$ cat config.mk
export PLATFORM = sky130hd
export DESIGN_NAME = inst_ram_loader_flat
export DESIGN_NICKNAME = d
export VERILOG_FILES = /design/src/rtl/inst_ram_loader_pkg.sv /design/src/rtl/inst_ram_loader_if.sv /design/src/rtl/inst_ram_loader_packer.sv /design/src/rtl/inst_ram_loader.sv /design/src/flat_wrapper.sv
export SDC_FILE = /design/constraint.sdc
export NUM_CORES = 1
export LEC_CHECK = 0
export ABC_AREA = 0
export BUFFER_PORTS_ARGS = -buffer_cell sky130_fd_sc_hd__buf_4
export CAP_MARGIN = 5
export CORE_UTILIZATION = 37
export DETAILED_ROUTE_END_ITERATION = 12
export SYNTH_ARGS = -nofsm -noshare
export SYNTH_HDL_FRONTEND = slang
export SYNTH_HIERARCHICAL = 1
export SYNTH_SLANG_ARGS = --single-unit
export TNS_END_PERCENT = 1
$ cat constraint.sdc
create_clock -name clk -period 3.87 [get_ports clk]
set_input_delay 0.387 -clock clk [delete_from_list [all_inputs] [get_ports clk]]
set_output_delay 0.387 -clock clk [all_outputs]
set_load 0.02 [all_outputs]
$ cat src/rtl/inst_ram_loader_pkg.sv
// Shared types and constants for the instruction RAM loader.
package inst_loader_pkg;

  typedef enum logic [2:0] {
    IDLE, ADDR, LEN, CHECK, DATA, CSUM, DONE, ERR
  } state_e;

  typedef enum logic [1:0] {
    ERR_NONE  = 2'b00,
    ERR_ALIGN = 2'b01,
    ERR_RANGE = 2'b10,
    ERR_CSUM  = 2'b11
  } err_e;

  localparam logic [7:0] SYNC_BYTE_DEF = 8'hA5;

endpackage

$ cat src/rtl/inst_ram_loader_if.sv
// Byte-stream input, RAM write port and CPU status lines of the loader.
interface inst_ram_loader_if;
  logic        byte_valid_i;
  logic [7:0]  byte_i;
  logic        byte_ready_o;
  logic        mem_wr_o;
  logic [31:0] mem_addr_o;
  logic [31:0] mem_data_o;
  logic        cpu_hold_o;
  logic        done_o;
  logic [1:0]  err_o;

  modport master (
    output byte_valid_i, byte_i,
    input  byte_ready_o, mem_wr_o, mem_addr_o, mem_data_o, cpu_hold_o, done_o, err_o
  );

  modport slave (
    input  byte_valid_i, byte_i,
    output byte_ready_o, mem_wr_o, mem_addr_o, mem_data_o, cpu_hold_o, done_o, err_o
  );
endinterface

$ cat src/rtl/inst_ram_loader_packer.sv
// Little-endian byte-to-word packer. word holds the last four bytes shifted in
// (first byte in [7:0]); word_valid pulses the cycle after the 4th byte.
module byte_word_packer (
  input  logic        clk,
  input  logic        rst,
  input  logic        clr,
  input  logic        en,
  input  logic [7:0]  byte_in,
  output logic [31:0] word,
  output logic [1:0]  cnt,
  output logic        word_valid
);

  // Shift bytes in from the top, count position within the word.
  always_ff @(posedge clk) begin
    if (rst) begin
      word       <= '0;
      cnt        <= '0;
      word_valid <= 1'b0;
    end else begin
      word_valid <= en && !clr && (cnt == 2'd3);
      if (clr) begin
        cnt <= '0;
      end else if (en) begin
        word <= {byte_in, word[31:8]};
        cnt  <= cnt + 2'd1;
      end
    end
  end

endmodule

$ cat src/rtl/inst_ram_loader.sv
// Instruction RAM loader: parses SYNC/addr/count/data[/csum] frames from a
// byte stream and writes words at RAM-relative offsets while holding the CPU.
// Optional: define INST_LOADER_CSUM_EN to add a trailing checksum byte.
module inst_ram_loader
  import inst_loader_pkg::*;
#(
  parameter logic [31:0] RAM_BASE  = 32'h0000_2000,
  parameter int unsigned RAM_BYTES = 2048,
  parameter logic [7:0]  SYNC_BYTE = SYNC_BYTE_DEF
) (
  input  logic             clk,
  input  logic             rst,
  inst_ram_loader_if.slave bus
);

  localparam logic [32:0] RAM_END = {1'b0, RAM_BASE} + 33'(RAM_BYTES);
`ifdef INST_LOADER_CSUM_EN
  localparam state_e END_ST = CSUM;
`else
  localparam state_e END_ST = DONE;
`endif

  state_e      state, state_nx;
  err_e        err_q, err_nx;
  logic        ready, accept, is_sync, start, wr;
  logic        pk_en, pk_valid;
  logic [1:0]  pk_cnt;
  logic [31:0] pk_word;
  logic [15:0] count_q, rem_q;
  logic        len_hi_q;
  logic [31:0] off_q;
  logic [32:0] end_addr;
  logic        addr_bad, range_bad;

  assign ready    = (state != CHECK);
  assign accept   = bus.byte_valid_i && ready;
  assign is_sync  = (bus.byte_i == SYNC_BYTE);
  assign start    = accept && is_sync && (state inside {IDLE, DONE, ERR});
  assign pk_en    = accept && (state inside {ADDR, DATA});
  // The address field's word_valid lands in LEN and must not reach the RAM.
  assign wr       = pk_valid && (state != LEN);
  // The packer still holds the address through LEN and CHECK.
  assign end_addr  = {1'b0, pk_word} + {15'b0, count_q, 2'b00};
  assign addr_bad  = (pk_word[1:0] != 2'b00);
  assign range_bad = ({1'b0, pk_word} < {1'b0, RAM_BASE}) || (end_addr > RAM_END);

  byte_word_packer u_packer (
    .clk        (clk),
    .rst        (rst),
    .clr        (start),
    .en         (pk_en),
    .byte_in    (bus.byte_i),
    .word       (pk_word),
    .cnt        (pk_cnt),
    .word_valid (pk_valid)
  );

`ifdef INST_LOADER_CSUM_EN
  logic [7:0] sum_q;

  // Running sum of the data bytes of the current frame.
  always_ff @(posedge clk) begin
    if (rst || start) sum_q <= '0;
    else if (pk_en && state == DATA) sum_q <= sum_q + bus.byte_i;
  end
`endif

  // State and error code registers.
  always_ff @(posedge clk) begin
    if (rst) begin
      state <= IDLE;
      err_q <= ERR_NONE;
    end else begin
      state <= state_nx;
      err_q <= err_nx;
    end
  end

  // Next-state logic and error code updates.
  always_comb begin
    state_nx = state;
    err_nx   = err_q;
    case (state)
      IDLE, DONE, ERR: if (start) begin
        state_nx = ADDR;
        err_nx   = ERR_NONE;
      end
      ADDR: if (accept && pk_cnt == 2'd3) state_nx = LEN;
      LEN:  if (accept && len_hi_q) state_nx = CHECK;
      CHECK: begin
        if (addr_bad) begin
          state_nx = ERR;
          err_nx   = ERR_ALIGN;
        end else if (range_bad) begin
          state_nx = ERR;
          err_nx   = ERR_RANGE;
        end else if (count_q == 16'd0) begin
          state_nx = END_ST;
        end else begin
          state_nx = DATA;
        end
      end
      DATA: if (accept && pk_cnt == 2'd3 && rem_q == 16'd1) state_nx = END_ST;
`ifdef INST_LOADER_CSUM_EN
      CSUM: if (accept) begin
        if (8'(sum_q + bus.byte_i) == 8'h00) begin
          state_nx = DONE;
        end else begin
          state_nx = ERR;
          err_nx   = ERR_CSUM;
        end
      end
`endif
      default: state_nx = IDLE;
    endcase
  end

  // Length field capture, remaining word count and write offset.
  always_ff @(posedge clk) begin
    if (rst) begin
      count_q  <= '0;
      rem_q    <= '0;
      len_hi_q <= 1'b0;
      off_q    <= '0;
    end else begin
      if (start) len_hi_q <= 1'b0;
      if (accept && state == LEN) begin
        count_q  <= {bus.byte_i, count_q[15:8]};
        len_hi_q <= !len_hi_q;
      end
      if (state == CHECK) begin
        rem_q <= count_q;
        off_q <= pk_word - RAM_BASE;
      end else begin
        if (pk_en && state == DATA && pk_cnt == 2'd3) rem_q <= rem_q - 16'd1;
        if (wr) off_q <= off_q + 32'd4;
      end
    end
  end

  assign bus.byte_ready_o = ready;
  assign bus.mem_wr_o     = wr;
  assign bus.mem_addr_o   = wr ? off_q : '0;
  assign bus.mem_data_o   = wr ? pk_word : '0;
  assign bus.cpu_hold_o   = !(state == IDLE || state == DONE);
  assign bus.done_o       = (state == DONE);
  assign bus.err_o        = err_q;

endmodule

$ cat src/flat_wrapper.sv
// flat-port wrapper written by rule: the top's interface ports become plain ports
module inst_ram_loader_flat import inst_loader_pkg::*;
#(
  parameter logic [31:0] RAM_BASE  = 32'h0000_2000,
  parameter int unsigned RAM_BYTES = 2048,
  parameter logic [7:0]  SYNC_BYTE = SYNC_BYTE_DEF
)
  (clk, rst, bus_byte_valid_i, bus_byte_i, bus_byte_ready_o, bus_mem_wr_o, bus_mem_addr_o, bus_mem_data_o, bus_cpu_hold_o, bus_done_o, bus_err_o);
  inst_ram_loader_if bus_i ();
  input  logic clk;
  input  logic rst;
  input wire logic [$bits(bus_i.byte_valid_i)-1:0] bus_byte_valid_i;
  input wire logic [$bits(bus_i.byte_i)-1:0] bus_byte_i;
  output wire logic [$bits(bus_i.byte_ready_o)-1:0] bus_byte_ready_o;
  output wire logic [$bits(bus_i.mem_wr_o)-1:0] bus_mem_wr_o;
  output wire logic [$bits(bus_i.mem_addr_o)-1:0] bus_mem_addr_o;
  output wire logic [$bits(bus_i.mem_data_o)-1:0] bus_mem_data_o;
  output wire logic [$bits(bus_i.cpu_hold_o)-1:0] bus_cpu_hold_o;
  output wire logic [$bits(bus_i.done_o)-1:0] bus_done_o;
  output wire logic [$bits(bus_i.err_o)-1:0] bus_err_o;
  assign bus_i.byte_valid_i = bus_byte_valid_i;
  assign bus_i.byte_i = bus_byte_i;
  assign bus_byte_ready_o = bus_i.byte_ready_o;
  assign bus_mem_wr_o = bus_i.mem_wr_o;
  assign bus_mem_addr_o = bus_i.mem_addr_o;
  assign bus_mem_data_o = bus_i.mem_data_o;
  assign bus_cpu_hold_o = bus_i.cpu_hold_o;
  assign bus_done_o = bus_i.done_o;
  assign bus_err_o = bus_i.err_o;
  inst_ram_loader #(.RAM_BASE(RAM_BASE), .RAM_BYTES(RAM_BYTES), .SYNC_BYTE(SYNC_BYTE)) u_core (.clk(clk), .rst(rst), .bus(bus_i));
endmodule
### After elaboration in Yosys (flattened, before gate mapping)

Cells that the tools add are included.

| storage, ports and cells | value |
|---|---|
| register bits | 105 |
| input port bits | 11 |
| output and inout bits | 70 |
| word-level logic and storage cells | 85 |

| cells by class | value |
|---|---|
| $add $sub $neg | 5 |
| $lt $le $gt $ge | 2 |
| equality and inequality tests | 16 |
| mux-type cells | 20 |
| bitwise gates (word level) | 1 |
| reductions and logical operators | 32 |

Operator list:

| operator | count |
|---|---|
| two-way mux 32 bit | 4 |
| adder 32 x 18 -> 33 bit | 1 |
| > comparator 33 x 14 -> 1 bit, second input constant | 1 |
| adder 32 x 3 -> 32 bit, second input constant | 1 |
| < comparator 32 x 14 -> 1 bit, second input constant | 1 |
| two-way mux 16 bit | 2 |
| subtractor 32 x 14 -> 32 bit, second input constant | 1 |
| two-way mux 3 bit | 6 |
| equality test 16 x 1 -> 1 bit, second input constant | 1 |
| logical NOT 16 bit | 1 |
| subtractor 16 x 1 -> 16 bit, second input constant | 1 |
| case mux 3 bit (5 select lines) | 1 |
| logical AND 1 bit | 13 |
| nonzero test 2 bit | 6 |
| equality test 3 bit, second input constant | 3 |
| equality test 8 bit, second input constant | 1 |
| two-way mux 2 bit | 4 |
| equality test 3 x 2 -> 1 bit, second input constant | 2 |
| inequality test 2 bit, second input constant | 3 |
| inequality test 3 x 2 -> 1 bit, second input constant | 2 |
| case mux 2 bit (2 select lines) | 1 |
| AND reduction 4 bit | 1 |
| equality test 3 x 1 -> 1 bit, second input constant | 1 |
| logical NOT 1 bit | 3 |
| other kinds (13) | 15 |

### Depth between registers and ports, before layout

| depth | value |
|---|---|
| depth after elaboration | 7 |
| depth in mapped cells | 11 |
| mapped depth without buffers | 11 |

### By module

Netlist, hierarchy kept.

By module, submodules not included:

| module | instances | cells an instance | area an instance (um^2) | sequential area each (um^2) |
|---|---|---|---|---|
| inst_ram_loader | 1 | 810 | 6,082.1 | 1,401.3 |
| byte_word_packer | 1 | 125 | 1,416.4 | 700.7 |

### Least setup slack after synthesis

OpenSTA, ideal clock, no wires.

| path | value |
|---|---|
| path kind | register -> register |
| start point | register u_core.u_packer.word[2] |
| end point | register u_core.err_q[1] (netlist: u_core/bus.err_o[1]) |
| setup time | 0.070 ns |
| data arrival time | 2.778 ns |
| required time | 3.800 ns |
| path slack | 1.021 ns |
| stages on the path, launching flop included | 12 |
| buffers on the path | 0 |
| period minus slack after synthesis | 2.849 ns |
| cell sequence | dfxtp_1 -> ha_1 -> fa_1 -> a21oi_1 -> o221ai_2 -> a22o_2 -> a2111oi_1 -> nand4_1 -> a2111oi_2 -> nand4_1 -> o31ai_2 -> o2bb2ai_1 |

| between the ends | value |
|---|---|
| word-level cells in the longest chain between the ends | 5 |
| elaborated cells on any way between the ends | 6 |
| classes of those cells | add/sub: 1; order compare: 2; eq/ne: 1; reduce/logical: 2 |

RTL lines:

| item | line | RTL |
|---|---|---|
| start, declared | inst_ram_loader_packer.sv:9 | `output logic [31:0] word,` |
| start signal, assigned | inst_ram_loader_packer.sv:25 | `word <= {byte_in, word[31:8]};` |
| adder 32 x 18 -> 33 bit | inst_ram_loader.sv:43 | `assign end_addr = {1'b0, pk_word} + {15'b0, count_q, 2'b00};` |
| > comparator 33 x 14 -> 1 bit | inst_ram_loader.sv:45 | `assign range_bad = ({1'b0, pk_word} < {1'b0, RAM_BASE}) \|\| (end_addr > RAM_END);` |
| logical OR 1 bit * | inst_ram_loader.sv:45 |  |
| inequality test 3 x 1 -> 1 bit (no source line) * | n/a |  |
| AND reduction 3 bit (no source line) * | n/a |  |
| end signal, assigned | inst_ram_loader.sv:75 | `err_q <= err_nx;` |
| end, declared | inst_ram_loader.sv:24 | `err_e err_q, err_nx;` |

Every way passes the cells marked *; elsewhere a longest branch is shown, timed or not.
A chain may end at the register's enable or synchronous reset.

### Worst setup path in the final report

| path | value |
|---|---|
| start point | register u_core.u_packer.word[2] |
| end point | register u_core.state[1] |

| between the ends | value |
|---|---|
| word-level cells in the longest chain between the ends | 6 |
| elaborated cells on any way between the ends | 7 |
| classes of those cells | add/sub: 1; order compare: 2; mux: 3; reduce/logical: 1 |

RTL lines:

| item | line | RTL |
|---|---|---|
| adder 32 x 18 -> 33 bit | inst_ram_loader.sv:43 |  |
| > comparator 33 x 14 -> 1 bit | inst_ram_loader.sv:45 |  |
| logical OR 1 bit * | inst_ram_loader.sv:45 |  |
| two-way mux 3 bit * | inst_ram_loader.sv:94 | `end else if (range_bad) begin` |
| two-way mux 3 bit * | inst_ram_loader.sv:91 | `if (addr_bad) begin` |
| case mux 3 bit (5 select lines) * | inst_ram_loader.sv:83 | `case (state)` |
| end signal, assigned | inst_ram_loader.sv:74 | `state <= state_nx;` |
| end, declared | inst_ram_loader.sv:23 | `state_e state, state_nx;` |

Marks and branches as above.

==> reports/results.tsv <==
stage	metric	value	unit
sta	tns	0	ps
sta	maxSlewViolCount	0	
global_routing	antenna_found_initial	0	
finish	nets	1013	
cts	cts.path.max_buffers	2	
yosys	yosysSeqAreaShare	28.0	%
routing	drt_iter0_drc	677	
sta	maxSlewHeadroom	36.1	%
sta	setup_viol	0	
routing	vias	7008	
yosys	synth.most_common_cell	dfxtp_1	
cts	cts_sinks	105	
routing	postRouteAntennaNets	0	
floorplanning	initial_core_util	38.2	%
yosys	synthCells	935	
yosys	synthFlopType	dfxtp_1	
yosys	yosysWarnings	6	
floorplanning	die_height	144	um
worst_setup_path	arrival	3560	ps
yosys	syn_nets	968	
finish	drive_gt1_share	15.3	%
worst_setup_path	critPathRequiredTime	4060	ps
cts	cts_tree	done	
pwr	leakagePower	3.18	nW
placed_design	port_buffers	80	
yosys	synth_top_cell_by_area	dfxtp_1	
sta	finalHoldViolCount	0	
sta	rsz0062_at_grt	false	
worst_hold_path	hold_path_class	input pin to flip-flop	
yosys	synth.avg_cell_area	8.02	um^2
cts	cts_buffers	9	
sta	finalCritPeriodShare	87.1	%
routing	firstDrtPassIters	5	
yosys	synth-seq-cells	105	
sta	fin_skew	10.1	ps
cts	ctsHoldBuffers	0	
placed_design	dpl_cell_area	0.00816	mm^2
placed_design	dp_hpwl	16.9	mm
cts	cts_resized	0	
global_routing	grt_max_degree	98	
yosys	synth_edf_count	0	
finish	syn_to_final_growth	12.8	%
floorplanning	fp.coreArea	0.0197	mm^2
finish	postLayoutCellArea	0.00846	mm^2
sta	max_freq	297	MHz
yosys	synth_top_area_share	28.0	%
pwr	ir_drop	0.144	mV
yosys	async_flop_share	0	%
global_routing	grt_pass1_vias	6424	
cts	clk_pin_slew	80	ps
yosys	synth_cell_type_count	89	
global_routing	grt.overflow.total	0	
worst_setup_path	crit_fanout	6	
floorplanning	rows	51	
sta	tightest_slew	958	ps
routing	drc_errors	0	
routing	vias_per_cell	5.61	
floorplanning	num_io_pins	81	
yosys	synth.cell_area	0.00750	mm^2
routing	avgRoutedWirePerCell	18.1	um
pwr	powerDensity	254	mW/mm^2
cts	cts_root_buf	clkbuf_16	
cts	clk_latency	360	ps
yosys	synth_common_cells	dfxtp_1 (105), nand2_1 (92), nor2_1 (89)	
routing	routed_wl	22.7	mm
worst_setup_path	critPathKind	flip-flop to flip-flop	
worst_setup_path	start_kind	flip-flop	
floorplanning	dieArea	0.0208	mm^2
placed_design	gp_congestion	1.00	
worst_setup_path	end_kind	flip-flop	
finish	antenna_cells	0	
global_routing	grt_pass1_wl	35.5	mm
job	cap_violations	0	
global_routing	grt_usage	22.2	%
sta	layout_min_cycle_time	3370	ps
cts	cts_max_level	3	
pwr	fin_total_pwr	2.15	mW
yosys	yosys-top-cells-area	dfxtp_1 (28%), and2_1 (5.3%), nand2_1 (4.6%), nor2_1 (4.5%), mux2i_1 (4.0%)	
run_status	status	complete, no violations	
floorplanning	die_x	144	um
cts	post-cts-setup-buffers	0	
[layer usage]
metal	GRT usage, %	part of all wire [%]	routed length, um
met1	31.3	48	10900
met2	34.2	44	10000
met3	2.68	5.6	1270
met4	8.25	2.3	525
met5	0	0	0
[cells by family (layout without fill, tap and decap cells)]
| family | count (synthesis) | count (layout) | share of synthesized area [%] |
|---|---|---|---|
| AND/OR/NAND/NOR | 454 | 454 | 33.1 |
| AO/OA/AOI/OAI | 184 | 184 | 17.7 |
| flip-flops | 105 | 105 | 28.0 |
| buffers and inverters | 77 | 127 | 6.06 |
| XOR/XNOR | 63 | 63 | 7.36 |
| multiplexers | 30 | 30 | 4.00 |
| adder cells (fa/ha/maj) | 22 | 22 | 3.77 |
[area by class of cell]
type | instances | area (um^2)
Timing Repair Buffer | 97 | 728
Inverter | 14 | 52.6
Sequential cell | 105 | 2100
Multi-Input combinational cell | 753 | 4940
Clock inverter | 5 | 46.3
Clock buffer | 11 | 253
Fill cell | 2034 | 11200
Tap cell | 265 | 332
[sequential cells by signal (all words and copies together) (netlist names)]
name / count
u_core/len_hi_q: 1
u_core/bus.err_o: 2
u_core/state: 3
u_core/off_q: 32
u_core/u_packer/cnt: 2
u_core/count_q: 16
u_core/u_packer/word: 32
u_core/u_packer/word_valid: 1
u_core/rem_q: 16
[path summary, 6_finish.rpt]
path	from	endpoint	slack [ps]	cells past startpoint
worst max register to register	u_core/u_packer/word[2]	u_core/state[1]	500	11
worst max-delay path	u_core/u_packer/word[2]	u_core/state[1]	500	11
worst min register to register	u_core/off_q[1]	u_core/off_q[1]	450	2
worst min-delay path	bus_byte_i[1]	u_core/count_q[9]	320	3
[cell usage in the layout, fill, tap and decap left out, types with 5 or more instances in the layout]
cell	Yosys	routed
ha_1	21	21
or3_1	16	16
o21ai_0	19	19
nand2b_1	38	38
nand4_1	16	16
o21ai_1	10	10
xor2_1	34	34
nand3_1	28	28
nor3b_1	6	6
clkbuf_16	0	9
inv_1	13	13
nand2_1	92	92
xnor2_1	29	29
a211oi_1	39	39
mux2i_1	30	30
buf_4	7	97
nor3_1	24	24
and4_1	6	6
dfxtp_1	105	105
and2_1	63	63
nor4_1	19	19
nand4bb_1	8	8
nor2_1	89	89
a21oi_1	38	38
or4_1	5	5
a311oi_1	9	9
o31ai_1	7	7
o211ai_1	8	8
and3_1	5	5
or2_2	5	5
a21o_1	8	8
[power by group]
group | total (mW) | internal, mW | leakage [nW] | switching [mW]
registers | 1.10 | 1.08 | 0.845 | 0.0130
logic | 0.121 | 0.0511 | 2.19 | 0.0697
clock network | 0.932 | 0.483 | 0.148 | 0.448
total | 2.15 | 1.62 | 3.18 | 0.531
[per-stage QoR]
step	util, %	instances	setup WS, ps	hold slack [ps]
6_report	43.0	1250	498	319
2_1_floorplan	-	935	1020	432
5_1_grt	43.0	1250	310	322
3_5_place_dp	41.5	1234	594	444
4_1_cts	43.0	1250	560	308
3_3_place_gp	41.5	1234	628	441
[critical path, stage by stage (launching register included)]
cell	delay (ps)
dfxtp_1	350
ha_1	250
fa_1	420
a21oi_1	200
o221ai_2	220
a22o_2	320
a2111oi_1	370
nand4_1	190
a2111oi_2	390
nand4_1	200
nor3_1	210
a221oi_1	100
Power figures use the tool's default switching activity.
